===== config.mk =====
export PLATFORM = sky130hd
export DESIGN_NAME = multicycle_control_fsm
export DESIGN_NICKNAME = d
export VERILOG_FILES = /design/src/rtl/core_pkg.sv /design/src/rtl/mem_wait_timer.sv /design/src/rtl/multicycle_control_fsm.sv
export SDC_FILE = /design/constraint.sdc
export NUM_CORES = 1
export LEC_CHECK = 0
export CAP_MARGIN = 40
export CORE_MARGIN = 8
export CORE_UTILIZATION = 55
export CTS_BUF_LIST = sky130_fd_sc_hd__clkbuf_16
export CTS_CLUSTER_DIAMETER = 200
export DETAILED_ROUTE_END_ITERATION = 12
export PLACE_DENSITY = 0.84
export SYNTH_ARGS = -nofsm -noshare
export SYNTH_HDL_FRONTEND = slang
export SYNTH_SLANG_ARGS = --single-unit
export TNS_END_PERCENT = 30

===== constraint.sdc =====
create_clock -name clk -period 5.1 [get_ports clk]
set_input_delay 0.765 -clock clk [delete_from_list [all_inputs] [get_ports clk]]
set_output_delay 0.765 -clock clk [all_outputs]
set_load 0.05 [all_outputs]

===== src/rtl/core_pkg.sv =====
// Shared encodings for the multi-cycle RV32I core: FSM states, major opcodes
// and datapath select values driven by the control sequencer.
package core_pkg;

  typedef enum logic [3:0] {
    S_FETCH  = 4'd0,
    S_DECODE = 4'd1,
    S_MEMADR = 4'd2,
    S_MEMRD  = 4'd3,
    S_MEMWB  = 4'd4,
    S_MEMWR  = 4'd5,
    S_EXECR  = 4'd6,
    S_EXECI  = 4'd7,
    S_ALUWB  = 4'd8,
    S_BEQ    = 4'd9,
    S_JAL    = 4'd10
  } state_t;

  localparam logic [6:0] OP_LOAD   = 7'b0000011;
  localparam logic [6:0] OP_STORE  = 7'b0100011;
  localparam logic [6:0] OP_RTYPE  = 7'b0110011;
  localparam logic [6:0] OP_ITYPE  = 7'b0010011;
  localparam logic [6:0] OP_BRANCH = 7'b1100011;
  localparam logic [6:0] OP_JAL    = 7'b1101111;

  localparam logic [1:0] RES_ALUOUT    = 2'b00;
  localparam logic [1:0] RES_MEMDATA   = 2'b01;
  localparam logic [1:0] RES_ALURESULT = 2'b10;

  localparam logic [1:0] SRCA_PC    = 2'b00;
  localparam logic [1:0] SRCA_OLDPC = 2'b01;
  localparam logic [1:0] SRCA_RS1   = 2'b10;

  localparam logic [1:0] SRCB_RS2  = 2'b00;
  localparam logic [1:0] SRCB_IMM  = 2'b01;
  localparam logic [1:0] SRCB_FOUR = 2'b10;

  localparam logic [1:0] ALUOP_ADD   = 2'b00;
  localparam logic [1:0] ALUOP_SUB   = 2'b01;
  localparam logic [1:0] ALUOP_FUNCT = 2'b10;

  // States that hold the memory port and therefore may stall on mem_ready.
  function automatic logic is_wait_state(input state_t s);
    return (s == S_FETCH) || (s == S_MEMRD) || (s == S_MEMWR);
  endfunction

endpackage


===== src/rtl/mem_wait_timer.sv =====
// Counts stalled cycles in a memory state and flags a timeout once the
// count has reached WAIT_LIMIT while the access is still outstanding.
module mem_wait_timer #(
  parameter int unsigned WAIT_LIMIT = 255
) (
  input  logic clk,
  input  logic reset,
  input  logic waiting,
  input  logic clear,
  output logic timeout
);

  logic [15:0] count;

  // The compare happens before the increment, so a 16-bit counter never wraps.
  assign timeout = waiting && (count == 16'(WAIT_LIMIT));

  // NOTE: state registers use non-blocking assignments so every flop samples
  // pre-edge values regardless of block ordering.
  always_ff @(posedge clk or posedge reset) begin
    if (reset) begin
      count <= '0;
    end else if (clear || timeout) begin
      count <= '0;
    end else if (waiting) begin
      count <= count + 16'd1;
    end
  end

endmodule


===== src/rtl/multicycle_control_fsm.sv =====
// Control sequencer for the multi-cycle RV32I core: steps each instruction
// through fetch/decode/execute/memory/writeback on a shared memory port.
module multicycle_control_fsm
  import core_pkg::*;
#(
  parameter int unsigned WAIT_LIMIT = 255,
  parameter int unsigned CNT_W      = 32
) (
  input  logic             clk,
  input  logic             reset,
  input  logic [6:0]       opcode,
  input  logic             zero,
  input  logic             mem_ready,
  output logic             pc_write,
  output logic             ir_write,
  output logic             adr_src,
  output logic             mem_read,
  output logic             mem_write,
  output logic             reg_write,
  output logic [1:0]       result_src,
  output logic [1:0]       alu_src_a,
  output logic [1:0]       alu_src_b,
  output logic [1:0]       alu_op,
  output logic [3:0]       state,
  output logic             illegal_op,
  output logic             bus_error,
  output logic [CNT_W-1:0] instr_count
);

  state_t cur_state;
  state_t next_state;
  logic   waiting;
  logic   timeout;
  logic   retire;

  assign state   = cur_state;
  assign waiting = is_wait_state(cur_state) && !mem_ready;

  mem_wait_timer #(
    .WAIT_LIMIT(WAIT_LIMIT)
  ) u_mem_wait_timer (
    .clk    (clk),
    .reset  (reset),
    .waiting(waiting),
    .clear  (next_state != cur_state),
    .timeout(timeout)
  );

  always_ff @(posedge clk or posedge reset) begin
    if (reset) begin
      cur_state <= S_FETCH;
    end else begin
      cur_state <= next_state;
    end
  end

  always_ff @(posedge clk or posedge reset) begin
    if (reset) begin
      instr_count <= '0;
    end else if (retire) begin
      instr_count <= instr_count + CNT_W'(1);
    end
  end

  // NOTE: every signal gets a default before the case so no path leaves one
  // unassigned, which would otherwise infer a latch.
  always_comb begin
    next_state = cur_state;
    pc_write   = 1'b0;
    ir_write   = 1'b0;
    adr_src    = 1'b0;
    mem_read   = 1'b0;
    mem_write  = 1'b0;
    reg_write  = 1'b0;
    result_src = RES_ALUOUT;
    alu_src_a  = SRCA_PC;
    alu_src_b  = SRCB_RS2;
    alu_op     = ALUOP_ADD;
    illegal_op = 1'b0;
    bus_error  = 1'b0;
    retire     = 1'b0;

    case (cur_state)
      S_FETCH: begin
        mem_read   = 1'b1;
        alu_src_b  = SRCB_FOUR;
        result_src = RES_ALURESULT;
        ir_write   = mem_ready;
        pc_write   = mem_ready;
        if (mem_ready) next_state = S_DECODE;
      end
      S_DECODE: begin
        alu_src_a = SRCA_OLDPC;
        alu_src_b = SRCB_IMM;
        case (opcode)
          OP_LOAD, OP_STORE: next_state = S_MEMADR;
          OP_RTYPE:          next_state = S_EXECR;
          OP_ITYPE:          next_state = S_EXECI;
          OP_BRANCH:         next_state = S_BEQ;
          OP_JAL:            next_state = S_JAL;
          default: begin
            next_state = S_FETCH;
            illegal_op = 1'b1;
          end
        endcase
      end
      S_MEMADR: begin
        alu_src_a  = SRCA_RS1;
        alu_src_b  = SRCB_IMM;
        next_state = (opcode == OP_LOAD) ? S_MEMRD : S_MEMWR;
      end
      S_MEMRD: begin
        adr_src  = 1'b1;
        mem_read = 1'b1;
        if (mem_ready) next_state = S_MEMWB;
      end
      S_MEMWB: begin
        result_src = RES_MEMDATA;
        reg_write  = 1'b1;
        next_state = S_FETCH;
        retire     = 1'b1;
      end
      S_MEMWR: begin
        adr_src   = 1'b1;
        mem_write = 1'b1;
        if (mem_ready) begin
          next_state = S_FETCH;
          retire     = 1'b1;
        end
      end
      S_EXECR: begin
        alu_src_a  = SRCA_RS1;
        alu_op     = ALUOP_FUNCT;
        next_state = S_ALUWB;
      end
      S_EXECI: begin
        alu_src_a  = SRCA_RS1;
        alu_src_b  = SRCB_IMM;
        alu_op     = ALUOP_FUNCT;
        next_state = S_ALUWB;
      end
      S_ALUWB: begin
        reg_write  = 1'b1;
        next_state = S_FETCH;
        retire     = 1'b1;
      end
      S_BEQ: begin
        alu_src_a  = SRCA_RS1;
        alu_op     = ALUOP_SUB;
        pc_write   = zero;
        next_state = S_FETCH;
        retire     = 1'b1;
      end
      S_JAL: begin
        // PC takes the jump target now; ALUWB then writes rd <= OldPC + 4.
        alu_src_a  = SRCA_OLDPC;
        alu_src_b  = SRCB_FOUR;
        pc_write   = 1'b1;
        next_state = S_ALUWB;
      end
      default: next_state = S_FETCH;
    endcase

    // A timed-out access is abandoned: no strobes, restart at fetch.
    if (timeout) begin
      pc_write   = 1'b0;
      ir_write   = 1'b0;
      mem_read   = 1'b0;
      mem_write  = 1'b0;
      reg_write  = 1'b0;
      bus_error  = 1'b1;
      next_state = S_FETCH;
    end

    // Strobes are masked combinationally so they drop the moment reset rises.
    if (reset) begin
      pc_write   = 1'b0;
      ir_write   = 1'b0;
      mem_read   = 1'b0;
      mem_write  = 1'b0;
      reg_write  = 1'b0;
      illegal_op = 1'b0;
      bus_error  = 1'b0;
      retire     = 1'b0;
    end
  end

endmodule


==> out/qor.txt <==
Fin. Hold Viols -> 0
Top Layer Used -> met4
reg-to-reg slack, setup -> 1.99 ns
Met1 Wirelength -> 3.18 mm
Initial Util -> 0.575
post-layout minimum cycle time -> 4.25 ns
Hold Crit Class -> flip-flop to flip-flop
CP peak stage delay -> 0.83 ns
max_slew headroom -> 0.425
hold-fix buffers at CTS -> 0
Vias -> 2455
Remaining Overflow, GRT -> 0
Clock Skew -> 0.00479 ns
Non-Filler Instances -> 437
DRC Markers -> 0
Final ANT Viol Nets -> 0
# diodes -> 0
Post-Route WL -> 7.04 mm
antenna violations before repair -> 0
Area contributors post-synth -> dfrtp_1 44%, xnor2_1 7.9%, xor2_1 6.2%
post_cts resized -> 0
CP max-delay cell -> clkdlybuf4s50_1
outcome -> completed
routed wl met2 -> 3.36 mm
synthesis warning total -> 0
die area -> 0.00802 mm²
Distinct cells, synth -> 51
r2r startpoint -> state[1]
fillcell total -> 384
Starting DRT DRC Count -> 142
R2R depth -> 6
setup_tns -> 0 ns
DIE WIDTH -> 89.6 µm
Final GP Congestion -> 0.837
DP HPWL -> 5.01 mm
met3 routed WL -> 431 µm
commonest cells in the netlist -> 52 x dfrtp_1, 32 x nor2_1, 27 x xnor2_1
Die H -> 89.6 µm
RSZ-0062 raised after global routing -> no
Worst Setup SP -> mem_ready
Synth Register Bits -> 52
async set-reset flop share out of synthesis -> 1.00
critical path fanouts, max -> 10
Max Freq -> 236 MHz
Final Instance Area -> 0.00380 mm²
peak supply drop -> 321 µV
crit path capture -> bus_error
syn_nets -> 322
Post-synth EDFFs -> 0
GRT Util Overall -> 0.190
final setup vio count -> 0
DR WL/cell -> 16.1 µm
clock-pin transition on the worst setup and hold timing paths -> 0.07 ns
Cell Rows -> 26
CORE AREA -> 0.00517 mm²
MaxCap Viol Count -> 0
largest area contributor in the netlist -> dfrtp_1
critical setup path kind -> input port to output pin
actual slew at the worst max-slew pin -> 0.841 ns
CP startpoint kind -> input port
drt first pass iters -> 4
clock buffer depth -> 2
setup bufs post-CTS -> 0
Synth Flop Type -> dfrtp_1
Final nets -> 379
final slew viol count -> 0
Mapped Area -> 0.00298 mm²
top-area cell type share of the netlist area -> 0.437
area delta synth->final -> 27.5%
# H-tree levels -> 2
Placement Cell Area -> 0.00363 mm²
sequential fraction of the synthesis area -> 0.437
TritonCTS buffer count -> 5
Syn Area/Cell -> 9.63 µm²
Leak Pwr -> 1.61 nW
CP Cell Sequence -> clkdlybuf4s50_1 -> or3b_2 -> o22a_1 -> or2_1 -> nor3_1 -> clkdlybuf4s50_1
reg2reg end -> u_mem_wait_timer.count[12]
CTS tree -> done
CP dominant cell by count -> clkdlybuf4s50_1
CP Capture Type -> output pin
CP arrival -> 3.48 ns
vias in the first global route -> 2472
period utilisation layout -> 0.833
pwr/cell area -> 280 mW/mm²
DR vias/cell -> 5.62
latest clock arrival within the worst-skew pair -> 0.29 ns
WP data required -> 4.34 ns
Root Driver -> clkbuf_16
global-route wire length before repair -> 12.0 mm
number of I/O pins -> 63
PortBufs -> 62
share of cells above drive strength 1 -> 0.0926
instance count of the mapped netlist -> 309
most common cell in the netlist -> dfrtp_1
Sink Count -> 52
dpl cells -> 429
largest net degree at the start of global routing -> 53
## worst max-delay path: cells and delay by family
family | cells | cell delay [ns]
compound gates | 1 | 0.24
simple gates | 3 | 1.08
buf+inv | 2 | 1.39
## logic make-up (layout without fill, tap and decap cells)
logic type | Yosys count | after routing | synth area share
compound gates | 27 | 27 | 0.0681
xor+xnor | 48 | 48 | 0.141
flops | 52 | 52 | 0.437
fa+ha+maj | 2 | 2 | 0.00841
mux | 3 | 3 | 0.0105
simple gates | 157 | 157 | 0.306
buf+inv | 20 | 78 | 0.0290
## registers in the layout, indices dropped and copies added, names as in the netlist
register,flops
instr_count,32
state,4
u_mem_wait_timer.count,16
## layout make-up
cell class                      instances  area (µm²)  area share
Clock buffer                            5         125      0.0330
Clock inverter                          3        38.8      0.0102
Inverter                                7        26.3     0.00692
Multi-Input combinational cell        237        1590       0.419
Sequential cell                        52        1300       0.343
Tap cell                               70        87.6      0.0231
Timing Repair Buffer                   63         628       0.165
## metal layers
layer  vias to the layer above  global-route usage
li1                       1204                   -
met1                      1190               0.248
met2                        54               0.295
met3                         7              0.0597
met4                         0              0.0514
met5                         -                   0
## where the power goes
part,internal (mW),leakage [nW],total [mW],switching [mW]
Clock,0.229,0.0850,0.375,0.146
Sequential,0.429,0.714,0.457,0.0286
Combinational,0.0788,0.814,0.231,0.152
## worst min path at each step
stage                               start  cells past startpoint                          to  slack (ns)
3_5_place_dp              instr_count[31]                      1             instr_count[31]        0.47
3_3_place_gp              instr_count[31]                      1             instr_count[31]        0.46
6_report                  instr_count[31]                      1             instr_count[31]        0.47
4_1_cts                   instr_count[31]                      1             instr_count[31]        0.48
2_1_floorplan  u_mem_wait_timer.count[15]                      2  u_mem_wait_timer.count[15]        0.51
5_1_grt                   instr_count[31]                      1             instr_count[31]        0.49
## placed cells by master, fill, tap and decap left out, types with 2 or more instances in the layout
master and instances:
nor4_1 7, or3b_2 3, a21oi_1 8, xor2_1 21, nor3_1 10, clkdlybuf4s50_1 62
ha_1 2, nor4b_1 3, and3_1 12, dfrtp_1 52, or2_2 4, clkbuf_16 5
nand2b_1 5, o21ai_0 2, nor2_2 10, nand3b_1 2, nor2_1 32, nor4_2 3
mux2i_1 2, nor2b_1 4, xnor2_1 27, o22ai_1 3, nor3b_1 3, or4_1 2
inv_1 7, nand4_1 10, and4_1 6, or3_1 2, o21a_1 2, a2111oi_0 2
nand3_1 13, nand2_1 19
## through the flow
stage / worst slack (ns) / total power, mW / hold slack, ns / util
after floorplan: 0.805 / 0.622 / 0.511 / -
after global placement: 0.918 / 0.691 / 0.461 / 0.702
after detailed placement: 0.868 / 0.695 / 0.471 / 0.702
after CTS: 0.860 / 1.07 / 0.480 / 0.734
after global routing: 0.694 / 1.11 / 0.489 / 0.734
final: 0.854 / 1.06 / 0.473 / 0.734
Note: power is estimated with default switching activity, not from simulation.
==> RTL change, RTL diff (config.mk and constraints unchanged) <==
The parameter `CNT_W` goes from 32 to 40.
--- a/src/rtl/multicycle_control_fsm.sv
+++ b/src/rtl/multicycle_control_fsm.sv
@@ -6,3 +6,3 @@
   parameter int unsigned WAIT_LIMIT = 255,
-  parameter int unsigned CNT_W      = 32
+  parameter int unsigned CNT_W      = 40
 ) (
Ports: changed (resized instr_count); port bits go from 63 to 71. The function was not compared with the original's and may differ.
==> RTL change against the original RTL <==
Sequential cell count rose by 8; total power rose by 31%; wire length rose by 32%; maximum frequency fell by 7.2%; final cell count rose by 17%; design area rose by 21%; count of clock-buffer cells in the layout rose by 4; worst setup slack got worse by 330 ps; synthesized area rose by 20%; clock skew rose by 3.4 ps; highest routed layer unchanged.
==> RTL change: results (changes against the original RTL) <==
- Outcome: finished clean (unchanged)
- Power share of the combinational group: 16.8% (was 21.7%)
- Final Non-Filler Cells: 513 (was 437)
- GR Layer Usage met1: 25.7% (was 24.8%)
- Leak: 0.00194 uW (was 0.00161 uW)
- Placed Area: 0.00429 sq mm (was 0.00363 sq mm)
- Vias in the first global route: 3059 (was 2472)
- P_sw: 391 uW (was 327 uW)
- GR Util met3: 4.17% (was 5.97%)
- Met3 WL: 696 um (was 431 um)
- CP max stage delay: 890 ps (was 830 ps)
- Compound-cell area share of the yosys netlist: 6.71% (was 6.81%)
- Commonest cells post-synth: dfrtp_1, xnor2_1, nor3_1 (was dfrtp_1, nor2_1, xnor2_1)
- Hpwl dp: 6.29 mm (was 5.01 mm)
- IO buf count: 70 (was 62)
- Internal power: 997 uW (was 736 uW)
- Vias: 3046 (was 2455)
- M2 GR Usage: 33.8% (was 29.5%)
- Multi-input gate area: 0.00192 sq mm (was 0.00159 sq mm)
- Htree depth: 3 (was 2)
- Routed wire length per instance: 18.1 um (was 16.1 um)
- Cell variety after synth: 56 (was 51)
- Clock skew: 8.22 ps (was 4.79 ps)
- Critical Path AT: 3810 ps (was 3480 ps)
- Worst skew pair latency: 330 ps (was 290 ps)
- Worst-Margin Slew: 894 ps (was 841 ps)
- Xor/xnor cell area share of the yosys netlist: 14.0% (was 14.1%)
- Post-synthesis mux area share: 0.913% (was 1.05%)
- Placer Congestion: 0.892 (was 0.837)
- # nets final: 444 (was 379)
- Seq/Total Area, Yosys: 42.1% (was 43.7%)
- Syn_nets: 379 (was 322)
- WL met2: 4.58 mm (was 3.36 mm)
- First-pass GRT wire length: 15.0 mm (was 12.0 mm)
- Initial drt markers: 156 (was 142)
- Max reg flops: 40 (was 32)
- Share of cells above drive strength 1: 9.17% (was 9.26%)
- Post-Place Cells: 497 (was 429)
- Main area contributors after synthesis: dfrtp_1, xnor2_1, xor2_1 (unchanged)
- CP max FO: 12 (was 10)
RTL change: cell count changes after synthesis, sizes merged, moves of 6 or more:
cell / before / now
nor4: 10 / 25
nor2: 42 / 28
xnor2: 27 / 33
buf: 4 / 13
nand3: 13 / 21
dfrtp: 52 / 60
nor3: 12 / 30
RTL change: area by class of cell:
class / count / area share (%)
clock buffer: 9 / 4.89
clock inverter: 7 / 1.96
inverter: 11 / 0.897
multi-input combinational: 276 / 41.8
sequential: 60 / 32.6
tap: 77 / 2.09
timing repair buffer: 73 / 15.7
RTL change: path summary, 6_finish.rpt:
kind / startpoint / to / slack (ps) / depth (start not counted)
worst max-delay path: mem_ready / reg_write / 530 / 7
worst min-delay path: instr_count[39] / instr_count[39] / 470 / 1
worst max register to register: state[3] / instr_count[38] / 2280 / 5
worst min register to register: instr_count[39] / instr_count[39] / 470 / 1
max in group asynchronous: reset / state[3] / 3480 / 3
min in group asynchronous: reset / state[0] / 1120 / 3
